## src/rtl/uart_cmd_rx.sv

```systemverilog
// Two-frame UART command receiver: reassembles a 16-bit command from two odd-parity
// 11-bit frames (high byte first) and presents it on a single-entry valid/ready port.
module uart_cmd_rx #(
  parameter int BIT_CYCLES = 16,
  parameter int GAP_BITS   = 4
) (
  input  logic        clk,
  input  logic        rst_n,
  input  logic        rx,
  output logic [15:0] cmd_out,
  output logic        cmd_out_vld,
  input  logic        cmd_out_rdy,
  output logic        par_err,
  output logic        frm_err,
  output logic        ovr_err,
  output logic        busy
);

  localparam int CNT_W = $clog2(BIT_CYCLES);
  localparam int GAP_W = $clog2(GAP_BITS * BIT_CYCLES + 1);

  localparam logic [CNT_W-1:0] HALF_LAST = CNT_W'(BIT_CYCLES / 2 - 1);
  localparam logic [CNT_W-1:0] BIT_LAST  = CNT_W'(BIT_CYCLES - 1);
  localparam logic [GAP_W-1:0] GAP_LAST  = GAP_W'(GAP_BITS * BIT_CYCLES - 1);

  typedef enum logic [2:0] {
    S_IDLE,
    S_START,
    S_DATA,
    S_PARITY,
    S_STOP,
    S_GAP
  } state_t;

  // Synchroniser plus edge-detect history
  logic       rx_m, rx_s, rx_d;
  logic [1:0] warm;
  logic       fall;

  // History stays low until the synchroniser carries a real sample, so a line held
  // low through reset never looks like a falling edge.
  // NOTE: sequential state is always written with non-blocking (<=) so every flop
  // samples pre-edge values regardless of statement order.
  always_ff @(posedge clk or negedge rst_n) begin
    if (!rst_n) begin
      rx_m <= 1'b1;
      rx_s <= 1'b1;
      rx_d <= 1'b0;
      warm <= 2'b00;
    end else begin
      rx_m <= rx;
      rx_s <= rx_m;
      warm <= {warm[0], 1'b1};
      rx_d <= warm[1] ? rx_s : 1'b0;
    end
  end

  assign fall = rx_d & ~rx_s;

  // Receiver FSM
  state_t           state, state_nxt;
  logic [CNT_W-1:0] cnt, cnt_nxt;
  logic [GAP_W-1:0] gcnt, gcnt_nxt;
  logic [2:0]       bit_idx, bit_idx_nxt;
  logic [7:0]       shift, shift_nxt;
  logic [7:0]       hi_byte, hi_byte_nxt;
  logic             hi, hi_nxt;
  logic             perr, perr_nxt;
  logic             busy_nxt;
  logic             par_p, frm_p, deliver;
  logic             bit_tick;

  assign bit_tick = (cnt == BIT_LAST);

  // NOTE: every signal driven here gets a default first, so no path can leave one
  // unassigned and infer a latch.
  always_comb begin
    state_nxt   = state;
    cnt_nxt     = cnt + CNT_W'(1);
    gcnt_nxt    = '0;
    bit_idx_nxt = bit_idx;
    shift_nxt   = shift;
    hi_byte_nxt = hi_byte;
    hi_nxt      = hi;
    perr_nxt    = perr;
    busy_nxt    = busy;
    par_p       = 1'b0;
    frm_p       = 1'b0;
    deliver     = 1'b0;

    unique case (state)
      S_IDLE: begin
        cnt_nxt  = '0;
        hi_nxt   = 1'b1;
        busy_nxt = 1'b0;
        if (fall) state_nxt = S_START;
      end
      S_START: begin
        if (cnt == HALF_LAST) begin
          cnt_nxt = '0;
          if (rx_s) begin
            state_nxt = S_IDLE;
            busy_nxt  = 1'b0;
          end else begin
            state_nxt   = S_DATA;
            busy_nxt    = 1'b1;
            bit_idx_nxt = '0;
            if (hi) perr_nxt = 1'b0;
          end
        end
      end
      S_DATA: begin
        if (bit_tick) begin
          cnt_nxt     = '0;
          shift_nxt   = {shift[6:0], rx_s};
          bit_idx_nxt = bit_idx + 3'd1;
          if (bit_idx == 3'd7) state_nxt = S_PARITY;
        end
      end
      S_PARITY: begin
        if (bit_tick) begin
          cnt_nxt   = '0;
          // Correct P is ~^D, so a mismatch is P equal to the even-parity value
          perr_nxt  = perr | (rx_s == ^shift);
          state_nxt = S_STOP;
        end
      end
      S_STOP: begin
        if (bit_tick) begin
          cnt_nxt = '0;
          if (!rx_s) begin
            frm_p     = 1'b1;
            busy_nxt  = 1'b0;
            state_nxt = S_IDLE;
          end else if (hi) begin
            hi_byte_nxt = shift;
            hi_nxt      = 1'b0;
            state_nxt   = S_GAP;
          end else begin
            if (perr) par_p = 1'b1;
            else      deliver = 1'b1;
            busy_nxt  = 1'b0;
            state_nxt = S_IDLE;
          end
        end
      end
      S_GAP: begin
        cnt_nxt = '0;
        if (fall) begin
          state_nxt = S_START;
        end else if (gcnt == GAP_LAST) begin
          frm_p     = 1'b1;
          busy_nxt  = 1'b0;
          state_nxt = S_IDLE;
        end else begin
          gcnt_nxt = gcnt + GAP_W'(1);
        end
      end
      default: state_nxt = S_IDLE;
    endcase
  end

  always_ff @(posedge clk or negedge rst_n) begin
    if (!rst_n) begin
      state   <= S_IDLE;
      cnt     <= '0;
      gcnt    <= '0;
      bit_idx <= '0;
      shift   <= '0;
      hi_byte <= '0;
      hi      <= 1'b1;
      perr    <= 1'b0;
      busy    <= 1'b0;
      par_err <= 1'b0;
      frm_err <= 1'b0;
    end else begin
      state   <= state_nxt;
      cnt     <= cnt_nxt;
      gcnt    <= gcnt_nxt;
      bit_idx <= bit_idx_nxt;
      shift   <= shift_nxt;
      hi_byte <= hi_byte_nxt;
      hi      <= hi_nxt;
      perr    <= perr_nxt;
      busy    <= busy_nxt;
      par_err <= par_p;
      frm_err <= frm_p;
    end
  end

  // Single-entry output register; a delivery may replace an entry leaving this cycle
  logic xfer;
  assign xfer = cmd_out_vld & cmd_out_rdy;

  always_ff @(posedge clk or negedge rst_n) begin
    if (!rst_n) begin
      cmd_out     <= '0;
      cmd_out_vld <= 1'b0;
      ovr_err     <= 1'b0;
    end else begin
      ovr_err <= 1'b0;
      if (deliver) begin
        if (!cmd_out_vld || xfer) begin
          cmd_out     <= {hi_byte, shift};
          cmd_out_vld <= 1'b1;
        end else begin
          ovr_err <= 1'b1;
        end
      end else if (xfer) begin
        cmd_out_vld <= 1'b0;
      end
    end
  end

endmodule
```

## config.mk

```make
export PLATFORM = sky130hd
export DESIGN_NAME = uart_cmd_rx
export DESIGN_NICKNAME = d
export VERILOG_FILES = /design/src/rtl/uart_cmd_rx.sv
export SDC_FILE = /design/constraint.sdc
export NUM_CORES = 1
export LEC_CHECK = 0
export CAP_MARGIN = 15
export CORE_ASPECT_RATIO = 0.75
export CORE_MARGIN = 5
export CORE_UTILIZATION = 30
export CTS_CLUSTER_DIAMETER = 40
export CTS_CLUSTER_SIZE = 16
export DETAILED_ROUTE_END_ITERATION = 6
export SLEW_MARGIN = 0
export SYNTH_ARGS = -nofsm -noshare
export SYNTH_HDL_FRONTEND = slang
export SYNTH_SLANG_ARGS = --single-unit
export TNS_END_PERCENT = 50
```

## constraint.sdc

```tcl
create_clock -name clk -period 2.7 [get_ports clk]
set_clock_uncertainty 0.05 [all_clocks]
set_input_delay 0.27 -clock clk [delete_from_list [all_inputs] [get_ports clk]]
set_output_delay 0.27 -clock clk [all_outputs]
set_load 0.005 [all_outputs]
```

==> flow_summary.toml <==
[cts]
cts_buffers = 9
post_cts_buffers = 0
htreeDepth = 3
clk_latency_ns = 0.32
cts.clk_slew.worst_paths_ns = 0.05
cts-root-buf = "clkbuf_16"
ctsLongestPathBuffers = 2
cts_tree = "built"
cts_sinks = 61

[drt]
dr_wl_met2_microns = 2110
via_per_inst = 4.68
dr.pass1.iters = 4
wl_per_cell_microns = 13.9
ant_nets = 0
top_layer = "met4"
detailroute.via_count = 1655
initialDrtViolationCount = 132
wl_met1_microns = 2530
drt-total-wl_microns = 4910
drcViolationCount = 0
met3_length_microns = 215

[yosys]
synthCells = 207
yosys-top-cells-area = "dfrtp_1 54%, mux2_2 9.6%, mux2_4 5.6%"
syn_nets = 215
synth_top_family_by_area = "multiplexers"
yosys_warnings = 0
synth_edf_count = 0
synth_most_common_cell = "dfrtp_1"
ys_seq_area_frac = 0.568
muxShareOfSynthArea = 0.156
synthArstFlopShare = 1.00
yosysTopAreaCell = "dfrtp_1"
synth_simple_gate_area_frac = 0.116
yosys.area_share.xor_xnor = 0.0441
synth_common_cells = "58 x dfrtp_1, 23 x mux2_2, 11 x nor2_1"
synth_compound_area_frac = 0.0673
synth_ff_type = "dfrtp_1"
syn-cell-area_sq_um = 2690
synthAdderAreaFrac = 0.0186
ys_ff_latch = 61
synth_cell_types = 46
synth_top_cell_area_share = 0.539
synth_area_per_cell_sq_um = 13.0

[placement]
dp_hpwl_microns = 3260
pre_cts_slack_ns = 0.648
place_congestion = 0.824
port_buffers = 24

[power_and_ir_drop]
power_frac_seq = 0.438
switchingPower_uw = 554
ir_drop_v = 0.000270
p_leak_uw = 0.00158
pwr-share-clk = 0.481
p_int_uw = 1790
p_per_area_nw_per_um2 = 696
p_comb_frac = 0.081
switching_share = 0.236

[timing]
fmax_mhz = 482
fin_crit_sh = 0.768
setup_ws_ns = 0.626
slew_headroom = 0.580
rsz0062_at_grt = "false"
worstMarginPinSlew_ns = 0.630
setup-tns-final_ns = 0
setup_violations = 0
hold_viol_final = 0
drv_slew = 0
holdWs_ns = 0.301
period_needed_ns = 2.07

[final_layout]
fillers = 876
final_util = 0.379
area_growth_pct = 25.1
drive_gt1_frac = 0.248
fin_nets = 246
n_antenna_cell = 0

[grt]
grt_use_total = 0.0993
grt_antenna_before_repair = 0
grt_pass1_wl_microns = 8670
globalRouteOverflowTotal = 0
grt_pass1_vias = 1681
grt_max_degree = 37

[worst_hold_path]
min_from = "warm[0]"
worstHoldPathCells = 0
hold-path-endpoint = "warm[1]"
hp-class = "reg2reg"

[floorplanning]
fp.dieH_microns = 92.1
dieWidth_microns = 119
core_sq_um = 8900
die-area_sq_um = 11000
row_count = 30
ios = 25
initial_core_util = 0.303

[worst_setup_path]
r2r-start = "state[0]"
timing.rr.end = "bit_idx[0]"
crit_required_ns = 2.85
crit_arrival_ns = 2.23
reg2reg_slack_ns = 0.63
cp-start-kind = "register"
crit_fanout = 15
path_class = "reg2reg"
end_kind = "register"
reg2regPathDepth = 4

[run_status]
status = "complete, no violations"

[run]
maxCapViolCount = 0
==> through the flow <==
stage / instances / area, sq um / power [uW]
detailed placement: 338 / 3060 / 1230
global placement: 338 / 3060 / 1220
finish: 354 / 3370 / 2350
CTS: 354 / 3370 / 2380
global route: 354 / 3370 / 2460
floorplan: 207 / 2690 / 1160
==> state kept, by name, indices dropped and copies added, names as in the netlist <==
| name | count |
|---|---|
| cmd_out | 16 |
| hi_byte | 8 |
| shift | 8 |
| gcnt | 7 |
| cnt | 4 |
| bit_idx | 3 |
| state | 3 |
| warm | 2 |
| busy | 1 |
| cmd_out_vld | 1 |
| frm_err | 1 |
| hi | 1 |
| ovr_err | 1 |
| par_err | 1 |
| perr | 1 |
| rx_d | 1 |
| rx_m | 1 |
| rx_s | 1 |
==> critical path: stages (launching register included) <==
cell and delay, ns:
dfrtp_1 0.64, inv_2 0.14, or4_4 0.54, a211o_1 0.32
mux2_2 0.27
==> cell usage in the layout, fill, tap and decap left out, drive strengths merged, types with 2 or more instances in the layout <==
| cell type | instances |
|---|---|
| nor2b | 4 |
| a211o | 2 |
| and2 | 4 |
| clkinv | 2 |
| a22o | 4 |
| xor2 | 4 |
| clkdlybuf4s50 | 23 |
| buf | 4 |
| clkbuf | 11 |
| a211oi | 2 |
| a21oi | 2 |
| nor2 | 11 |
| mux2 | 33 |
| o22ai | 4 |
| nand4b | 2 |
| dfstp | 3 |
| a31oi | 3 |
| and3 | 3 |
| nand3 | 8 |
| nor3 | 3 |
| ha | 4 |
| nand2b | 4 |
| inv | 9 |
| nand2 | 4 |
| xnor2 | 7 |
| dfrtp | 58 |
| nand3b | 3 |
==> worst max path at each step <==
stage / slack [ns] / endpoint / cells past startpoint / from
2_1_floorplan: 0.82 / cmd_out[10] / 7 / cnt[0]
3_3_place_gp: 0.69 / bit_idx[0] / 4 / state[0]
3_5_place_dp: 0.65 / bit_idx[0] / 4 / state[0]
4_1_cts: 0.63 / bit_idx[0] / 4 / state[0]
5_1_grt: 0.50 / hi_byte[2] / 4 / state[2]
6_report: 0.63 / bit_idx[0] / 4 / state[0]
==> metal layers <==
| metal | track usage | vias up |
|---|---|---|
| met5 | 0 | - |
| met4 | 0.0315 | 0 |
| li1 | - | 798 |
| met1 | 0.139 | 817 |
| met3 | 0.0382 | 7 |
| met2 | 0.141 | 33 |
==> logic make-up (layout without fill, tap and decap cells) <==
family,after synthesis,after routing
AO/OA/AOI/OAI,24,24
buffers and inverters,17,52
other,1,1
XOR/XNOR,12,12
multiplexers,34,34
adder cells (fa/ha/maj),4,4
AND/OR/NAND/NOR,54,54
flip-flops,61,61
==> layout make-up <==
class / count / area [sq um] / area share
inverter: 9 / 33.8 / 0.0100
sequential: 61 / 1530 / 0.454
clock buffer: 11 / 253 / 0.0750
tap: 112 / 140 / 0.0416
clock inverter: 4 / 47.5 / 0.0141
timing repair buffer: 28 / 280 / 0.0831
multi-input combinational: 129 / 1090 / 0.322
==> power by group through the flow <==
stage | Clock [uW] | Combinational [uW] | Sequential, uW
global placement | 0 | 185 | 1040
global route | 1210 | 216 | 1040
CTS | 1160 | 194 | 1030
floorplan | 0 | 162 | 999
detailed placement | 0 | 191 | 1040
finish | 1130 | 189 | 1030
==> repair_timing <==
action,CTS,global route
endpoints found under the hold margin,24,0
hold buffers,1,0
resized for setup,0,0
Power figures use the tool's default switching activity.
